## config.mk

```make
export PLATFORM = sky130hd
export DESIGN_NAME = halt_controller
export DESIGN_NICKNAME = d
export VERILOG_FILES = /design/src/rtl/halt_controller.sv
export SDC_FILE = /design/constraint.sdc
export NUM_CORES = 1
export LEC_CHECK = 0
export ABC_AREA = 1
export CAP_MARGIN = 5
export CORE_MARGIN = 1.5
export CORE_UTILIZATION = 45
export CTS_BUF_LIST = sky130_fd_sc_hd__clkbuf_4
export DETAILED_ROUTE_END_ITERATION = 7
export PLACE_DENSITY = 0.84
export SLEW_MARGIN = 0
export SYNTH_ARGS = -nofsm -noshare
export SYNTH_HDL_FRONTEND = slang
export SYNTH_SLANG_ARGS = --single-unit
```

## constraint.sdc

```tcl
create_clock -name clock -period 2.3 [get_ports clock]
set_clock_uncertainty 0.15 [all_clocks]
set_input_delay 0.46 -clock clock [delete_from_list [all_inputs] [get_ports clock]]
set_output_delay 0.46 -clock clock [all_outputs]
set_load 0.01 [all_outputs]
```

## src/rtl/halt_controller.sv

```systemverilog
// halt_controller: HALTCNT halt/stop sequencer with programmable wake latency; stop mode enabled by GBA_STOP_MODE_EN
module halt_controller #(
    parameter int WAKE_CYCLES      = 4,
    parameter int STOP_WAKE_CYCLES = 15
) (
    input  logic        clock,
    input  logic        reset,
    input  logic        haltcnt_wr,
    input  logic [7:0]  haltcnt_data,
    input  logic        cpu_bus_idle,
    input  logic [15:0] reg_IE,
    input  logic [15:0] reg_IF,
    output logic        cpu_en,
    output logic        lcd_en,
    output logic        sound_en,
    output logic        halted,
    output logic [2:0]  state,
    output logic [31:0] halt_cycles
);
    localparam logic [2:0] RUN = 3'd0, HALT_PEND = 3'd1, HALT = 3'd2, STOP = 3'd3, WAKE = 3'd4;
    localparam logic [3:0] WAKE_LOAD = 4'(WAKE_CYCLES - 1);
    localparam logic [3:0] STOP_LOAD = 4'(STOP_WAKE_CYCLES - 1);
    logic [2:0] next_state;
    logic [3:0] cnt, next_cnt;
    logic       is_stop, wr_stop, pending, stop_pending, next_cpu_en, next_halted;
    logic       unused_hi;
    assign pending   = |(reg_IE[13:0] & reg_IF[13:0]);
    assign unused_hi = ^{haltcnt_data[6:0], reg_IE[15:14], reg_IF[15:14]};
`ifdef GBA_STOP_MODE_EN
    logic next_lcd_en;
    assign stop_pending = |(reg_IE[13:0] & reg_IF[13:0] & 14'h3080);
    assign wr_stop      = haltcnt_data[7];
    // LCD and sound keep their source-state value through WAKE
    assign next_lcd_en  = next_state == WAKE ? lcd_en : next_state != STOP;
    always_ff @(posedge clock or posedge reset)
        if (reset) lcd_en <= 1'b1;
        else lcd_en <= next_lcd_en;
    assign sound_en = lcd_en;
`else
    logic unused_stop;
    assign stop_pending = 1'b0;
    assign wr_stop      = 1'b0;
    assign unused_stop  = haltcnt_data[7];
    assign lcd_en       = 1'b1;
    assign sound_en     = 1'b1;
`endif
    always_ff @(posedge clock or posedge reset)
        if (reset) begin
            state       <= RUN;
            cnt         <= 4'd0;
            is_stop     <= 1'b0;
            cpu_en      <= 1'b1;
            halted      <= 1'b0;
            halt_cycles <= 32'd0;
        end else begin
            state       <= next_state;
            cnt         <= next_cnt;
            is_stop     <= (state == RUN && haltcnt_wr) ? wr_stop : is_stop;
            cpu_en      <= next_cpu_en;
            halted      <= next_halted;
            halt_cycles <= (!cpu_en && halt_cycles != 32'hFFFF_FFFF) ? halt_cycles + 32'd1 : halt_cycles;
        end
    always_comb begin
        next_state = RUN;
        next_cnt   = cnt;
        case (state)
            RUN: next_state = haltcnt_wr ? HALT_PEND : RUN;
            HALT_PEND: begin
                next_state = !cpu_bus_idle ? HALT_PEND
                           : is_stop ? (stop_pending ? WAKE : STOP)
                           : (pending ? WAKE : HALT);
                next_cnt   = is_stop ? STOP_LOAD : WAKE_LOAD;
            end
            HALT: begin
                next_state = pending ? WAKE : HALT;
                next_cnt   = WAKE_LOAD;
            end
`ifdef GBA_STOP_MODE_EN
            STOP: begin
                next_state = stop_pending ? WAKE : STOP;
                next_cnt   = STOP_LOAD;
            end
`endif
            WAKE: begin
                next_state = cnt == 4'd0 ? RUN : WAKE;
                next_cnt   = cnt - 4'd1;
            end
            default: next_state = RUN;
        endcase
    end
    // an immediate exit from HALT_PEND keeps the CPU running through WAKE
    always_comb begin
        next_cpu_en = next_state == WAKE ? cpu_en : !(next_state == HALT || next_state == STOP);
        next_halted = next_state != RUN;
    end
endmodule

```

After elaboration in Yosys (flattened, before gate mapping)
Index checks and enable logic that the tools add are counted.

cells by class
  reductions and logical operators = 10
  bitwise gates (word level) = 1
  $add $sub $neg = 2
  equal/unequal tests = 7
  multiplexer cells = 6

operators by type and width
  kind                                              count
  adder 32 x 1 -> 32 bit, second input constant     1
  != test 32 bit, second input constant             1
  AND 14 bit                                        1
  OR reduction 14 bit                               1
  one-hot mux 3 bit (4 select lines)                1
  == test 3 x 2 -> 1 bit, second input constant     3
  two-way mux 3 bit                                 3
  one-hot mux 4 bit (2 select lines)                1
  == test 3 bit, second input constant              2
  logical NOT 4 bit                                 1
  subtractor 4 x 1 -> 4 bit, second input constant  1
  == test 3 x 1 -> 1 bit, second input constant     1
  logical NOT 3 bit                                 1
  nonzero test 3 bit                                1
  logical NOT 1 bit                                 2
  nonzero test 2 bit                                1
  OR reduction 2 bit                                1
  logical AND 1 bit                                 1
  logical OR 1 bit                                  1
  two-way mux 1 bit                                 1

storage, ports and cells
  logic and storage cells = 31
  register bits = 41
  output and inout bits = 39

Logic depth before layout (Yosys ltp)
Gate-level depths: netlist of the first run.

  depth after elaboration = 8
  mapped depth = 12
  mapped depth without buffers = 10

Least setup slack after synthesis of the first run
No wires, ideal clock.

  path type = register to register
  from = reg halt_cycles[0]
  to = reg halt_cycles[3]
  arrival = 1.635 ns
  buffers on the path = 2
  cell stages (with the launch flop) = 13
  required time = 2.034 ns
  setup time = 0.116 ns
  setup slack = 0.399 ns
  cells stage by stage = dfrtp_1 > ha_1 > inv_1 > nor2_4 > nand2_4 > nor2_8 > nand2_4 > nand2_4 > inv_2 > buf_6 > buf_6 > nand2_2 > nand2_1

on the way
  longest elaborated chain between the ends = 2
  elaborated cells between the ends (all ways) = 3
  classes of those cells = add/sub: 1; eq/ne: 1; reduce/logical: 1

ends and longest elaborated chain
  element                                                         RTL line  RTL
  from (decl)                                                     18        output logic [31:0] halt_cycles
  from (signal assigned)                                          61        halt_cycles <= (!cpu_en && halt_cycles != 32'hFFFF_FFFF) ? halt_cycles + 32'd1 : halt_cycles;
  branches (longest 2 deep; another with adder 32 x 1 -> 32 bit)  -

Several ways; the timed one is not identified.
A chain may end at the register's enable or synchronous reset.

Final worst setup path of the first run
  from = reg halt_cycles[0]
  to = reg halt_cycles[26]

The elaborated chain is that of the path after synthesis.

==> results.yml, run 1 <==
outcome:
  outcome: "finished, final reports clean"
clock_tree:
  cts_tree: "done"
  cts_made_buffers: 5
  htreeDepth: 2
  clkTransAtPathRegs_ns: 0.12
  clk_path_buf_depth: 2
  clock_latency_ns: 0.36
  cts_root_buf: "clkbuf_4"
  cts.sinks: 41
timing:
  finalSetupViolations: 0
  fin_tns_setup_ns: 0
  rsz0062_at_grt: "no"
  max-slew-margin-rel_pct: 65.5
  worst-slew-pin-transition_ns: 0.518
  fmax_mhz: 481
  fin_crit_sh_pct: 90.4
  slew_violations: 0
  hold_viol: 0
  min_period_ns: 2.08
route:
  wl_per_cell_um: 11.7
  drc: 0
  routed_wl_mm: 6.64
  vias: 2805
  ant_nets: 0
  drt-initial-drc-count: 217
  via_per_inst: 4.92
  dr.pass1.iters: 4
critical_path:
  critical-path-top-delay-family: "simple AND/OR/NAND/NOR gates"
  crit_top_cell: "nand2_4"
  start_kind: "register"
  worst-r2r-setup-slack_ns: 0.22
  r2r_start: "halt_cycles[0]$_DFFE_PP0P_"
  cp-end-kind: "register"
  crit_arrival_ns: 2.18
  critPathSlowestCell: "dfrtp_1"
  path_max_fanout: 16
  reg2reg_depth: 11
  r2r_end: "halt_cycles[26]$_DFFE_PP0P_"
  crit_buf_inv: 3
  cp-startpoint: "halt_cycles[0]$_DFFE_PP0P_"
  max_stage_delay_ns: 0.44
  crit_type: "reg2reg"
  crit_chain: "ha_1, inv_1, nor2_4, nand2_4, nor2_8, nand2_4, nand2_4, inv_2, buf_4, nand2_1, nand2_1"
  cp.required_ns: 2.40
synth:
  synth_cell_types: 26
  ys_seq_area_share_pct: 37.7
  synth_warnings: 0
  syn_inst: 422
  avgSynthCellArea_sq_um: 6.45
  ys_seq_elements: 41
  netlist_area_sq_um: 2720
min_path:
  min_path_cells: 2
  hold_class: "reg2reg"
  hp-start: "cpu_en$_DFFE_PP1P_"
  worstHoldEndpoint: "cpu_en$_DFFE_PP1P_"
final_layout:
  drive_gt1_share_pct: 6.67
  n_antenna_cell: 0
  most-common-layout-cells: "206 x nand2_1, 68 x clkdlybuf4s50_1, 54 x nor2_1"
  num-fill-cells: 565
  layout_commonest_cell: "nand2_1"
  nets: 540
  stdcell_count: 570
  areaGrowthSynthToFinish_pct: 29.8
placed_design:
  numPortBuffers: 68
  gp_congestion: 0.893
  dp_hpwl_mm: 5.26
  dp_cells: 562
floorplanning:
  die_w_um: 80.8
  core_sq_um: 5890
  num_rows: 28
  die-area_sq_um: 6530
  io_pins: 83
  die_h_um: 80.8
  initial_utilization_pct: 46.3
global_route:
  grt_pass1_wl_mm: 11.7
  globalRoute.busiestLayer: "met2"
  grt_pass1_vias: 2710
  overflow: 0
  antenna_found_initial: 0
  track_usage_pct: 23.1
  met3_usage_pct: 6.07
  use_met1_pct: 27.0
  grt_max_degree: 42
  grt_use_met2_pct: 40.8
power_and_ir_drop:
  power.density_nw_per_um2: 582
  p_leak_uw: 0.00168
  peakVddDrop_mv: 0.416
run:
  drv_cap: 0
-- cells by family after synthesis --
kind of cell / Yosys count / share of synthesized area (%)
xor+xnor: 14 / 4.50
flops: 41 / 37.7
compound gates: 12 / 2.34
buf+inv: 44 / 7.08
fa+ha+maj: 2 / 0.919
simple gates: 308 / 47.3
other cells: 1 / 0.138
-- what timing repair did --
action	in CTS	in global routing
resized for setup	0	1
hold buffers	0	0
endpoints found under the setup margin	0	1
buffers inserted	0	0
-- final cells by class --
cell class,count,area (sq um),share of cell area (%)
clock buffer,6,45.0,1.27
clock inverter,2,11.3,0.319
inverter,36,135,3.82
multi-input combinational,338,1510,42.6
sequential,41,1030,29.1
tap,75,93.8,2.66
timing repair buffer,72,714,20.2
-- how the worst max path moves through the flow --
stage                                       end  depth (start not counted)
floorplan            halt_cycles[3]$_DFFE_PP0P_                         12
global placement     halt_cycles[5]$_DFFE_PP0P_                          9
detailed placement   halt_cycles[2]$_DFFE_PP0P_                          9
CTS                  halt_cycles[2]$_DFFE_PP0P_                          9
global route         halt_cycles[2]$_DFFE_PP0P_                         10
finish              halt_cycles[26]$_DFFE_PP0P_                         11
-- state kept, by name, indices dropped and copies added (netlist names) --
name	flops
cpu_en	1
halted	1
cnt	4
halt_cycles	32
state	3
-- report_power, final --
part           internal, uW  total (uW)  switching (uW)  leakage (uW)
logic                   327         766             439       0.00110
clock network           128         370             241     0.0000293
registers               826         920            94.0      0.000552
total                  1280        2060             774       0.00168
-- worst min-delay path: cells and delay by family (launching register included) --
| family | cells | cell delay (ns) |
|---|---|---|
| flops | 1 | 0.40 |
| simple gates | 2 | 0.12 |
-- stage by stage --
step / hold slack (ns) / worst slack (ns) / total power (uW) / utilization [%] / instance area, sq um
2_1_floorplan: 0.342 / 0.399 / 1390 / - / 2730
6_report: 0.356 / 0.221 / 2060 / 60.0 / 3530
4_1_cts: 0.358 / 0.180 / 2060 / 60.0 / 3530
3_5_place_dp: 0.340 / 0.191 / 1690 / 59.0 / 3470
3_3_place_gp: 0.330 / 0.291 / 1650 / 59.0 / 3470
5_1_grt: 0.379 / 0.0538 / 2200 / 60.0 / 3530
-- routing by layer --
layer  up-vias  share of wire, %
li1       1428                 -
met1      1270                42
met2        94                49
met3        13               7.0
met4         0               2.4
met5         -                 0
-- cell usage after synthesis --
cell type  instances  area share, %
a21oi_1            2           0.37
a32oi_1            1           0.32
and2_1             1           0.23
buf_2              4           0.74
buf_4              2           0.55
buf_6              2           0.83
conb_1             1           0.14
dfrtp_1           40             37
dfstp_2            1           0.97
ha_1               2           0.92
inv_1             35            4.8
inv_2              1           0.14
nand2_1          206             28
nand2_2           12            2.8
nand2_4            3            1.2
nand3_1           19            3.5
nand3b_1           3           0.83
nand4_1            3           0.69
nor2_1            54            7.4
nor2_2             3           0.69
nor2_4             1           0.41
nor2_8             1           0.74
nor3_1             2           0.37
o21ai_0            9            1.7
xnor2_1            6            1.9
xor2_1             8            2.6
Power figures use the tool's default switching activity.
==> inputs of run 2 (changes only) <==
==> constraint.sdc (replaced) <==
create_clock -name clock -period 2.3 [get_ports clock]
set_clock_uncertainty 0.15 [all_clocks]
set_input_delay 0.23 -clock clock [delete_from_list [all_inputs] [get_ports clock]]
set_output_delay 0.23 -clock clock [all_outputs]
set_load 0.01 [all_outputs]
==> run 2 against run 1 <==
Compared with the run above:
- cell area about the same
- combinational power down 1%
- register-to-register slack about the same
- final cell count down 0.18%
- flip-flop and latch count unchanged
- sequential share of layout area about the same
- wire length about the same
- global-route usage up 0.22 points
- critical path depth down 2
==> results.yml, run 2 (synthesis results as in run 1) <==
global_route:
  grt_pass1_wl_mm: 11.9
  track_usage_pct: 23.3
  antenna_found_initial: 0
  overflow: 0
  grt_pass1_vias: 2714
  grt_max_degree: 42
final_layout:
  areaGrowthSynthToFinish_pct: 29.9
  num-fill-cells: 586
  nets: 539
  reg_top3: "halt_cycles: 32 flops, cnt: 4 flops, state: 3 flops"
  most-common-layout-cells: "206 x nand2_1, 68 x clkdlybuf4s50_1, 54 x nor2_1"
  final_util_pct: 60.1
  layout_commonest_cell: "nand2_1"
  n_antenna_cell: 0
  largest_register: "halt_cycles"
  largest_reg_flops: 32
  drive_gt1_share_pct: 6.68
floorplanning:
  die_h_um: 80.8
  die-area_sq_um: 6530
  num_rows: 28
  core_sq_um: 5890
  die_w_um: 80.8
  initial_utilization_pct: 46.3
  io_pins: 83
critical_path:
  cp-end-kind: "register"
  critPathSlowestCell: "dfrtp_1"
  crit_arrival_ns: 2.14
  path_max_fanout: 33
  max_stage_delay_ns: 0.43
  worst-r2r-setup-slack_ns: 0.23
  crit_type: "reg2reg"
  start_kind: "register"
  crit_chain: "ha_1, inv_1, nor2_4, nand2_4, nor2_8, nand2_4, nand2_4, buf_4, o21ai_0"
  crit_top_cell: "nand2_4"
  cp.required_ns: 2.38
timing:
  slew_violations: 0
  min_period_ns: 2.07
  worst-slew-pin-transition_ns: 0.521
  fmax_mhz: 484
  rsz0062_at_grt: "no"
  fin_tns_setup_ns: 0
  hold_viol: 0
  fin_crit_sh_pct: 89.8
  max-slew-margin-rel_pct: 65.3
  setup_ws_ns: 0.234
  finalSetupViolations: 0
  holdWs_ns: 0.136
clock_tree:
  clock_latency_ns: 0.37
  clkTransAtPathRegs_ns: 0.12
  cts_tree: "done"
  cts.sinks: 41
  hold_buffers: 0
  htreeDepth: 2
  cts-resized-gates: 0
  cts_made_buffers: 5
  cts_root_buf: "clkbuf_4"
  clk_path_buf_depth: 2
  cts_setup_buffers: 0
route:
  drt-initial-drc-count: 217
  routed_wl_mm: 6.64
  drc: 0
  dr.pass1.iters: 5
  via_per_inst: 4.92
  ant_nets: 0
  vias: 2797
  wl_per_cell_um: 11.7
power_and_ir_drop:
  peakVddDrop_mv: 0.383
  finalPower_uw: 2050
  p_leak_uw: 0.00169
  power.density_nw_per_um2: 581
placed_design:
  numPortBuffers: 68
  gp_congestion: 0.914
  dp_hpwl_mm: 5.16
  place_ws_ns: 0.246
outcome:
  outcome: "finished, final reports clean"
run:
  drv_cap: 0
min_path:
  hold_class: "in2async"
-- run 2: worst paths after layout --
path / from / end / cells after the start
setup / recovery: halt_cycles[1]$_DFFE_PP0P_ / halt_cycles[2]$_DFFE_PP0P_ / 9
hold / removal: reset / cnt[1]$_DFFE_PP0P_ / 3
setup reg to reg: halt_cycles[1]$_DFFE_PP0P_ / halt_cycles[2]$_DFFE_PP0P_ / 9
hold reg to reg: cpu_en$_DFFE_PP1P_ / cpu_en$_DFFE_PP1P_ / 2
max in group asynchronous: reset / cpu_en$_DFFE_PP1P_ / 3
min in group clock: cpu_en$_DFFE_PP1P_ / cpu_en$_DFFE_PP1P_ / 2
-- run 2: final cells by class --
class	instances	area [sq um]	area share, %
Sequential cell	41	1030	29.1
Timing Repair Buffer	71	716	20.2
Clock buffer	7	52.6	1.49
Multi-Input combinational cell	338	1510	42.6
Clock inverter	1	5.00	0.142
Tap cell	75	93.8	2.65
Inverter	36	135	3.82
-- run 2: worst max-delay path, delay by kind of cell (launching register included) --
family	cells	cell delay (ns)
simple gates	5	0.57
flops	1	0.43
buf+inv	2	0.41
fa+ha+maj	1	0.25
compound gates	1	0.13
-- run 2: metrics by stage --
step | cell area [sq um] | std cells
6_report | 3540 | 569
5_1_grt | 3540 | 569
4_1_cts | 3540 | 569
3_5_place_dp | 3480 | 561
3_3_place_gp | 3480 | 561
2_1_floorplan | 2730 | 423
-- run 2: where the power goes --
group / switching, uW / total, uW / internal (uW)
Clock: 235 / 378 / 143
Sequential: 90.9 / 917 / 826
Combinational: 428 / 758 / 329
-- run 2: layer usage --
| layer | track usage [%] | routed length (um) | vias to the layer above |
|---|---|---|---|
| li1 | - | - | 1427 |
| met3 | 5.73 | 493 | 11 |
| met1 | 28.1 | 2800 | 1247 |
| met5 | 0 | 0 | - |
| met4 | 7.41 | 128 | 0 |
| met2 | 40.9 | 3220 | 112 |
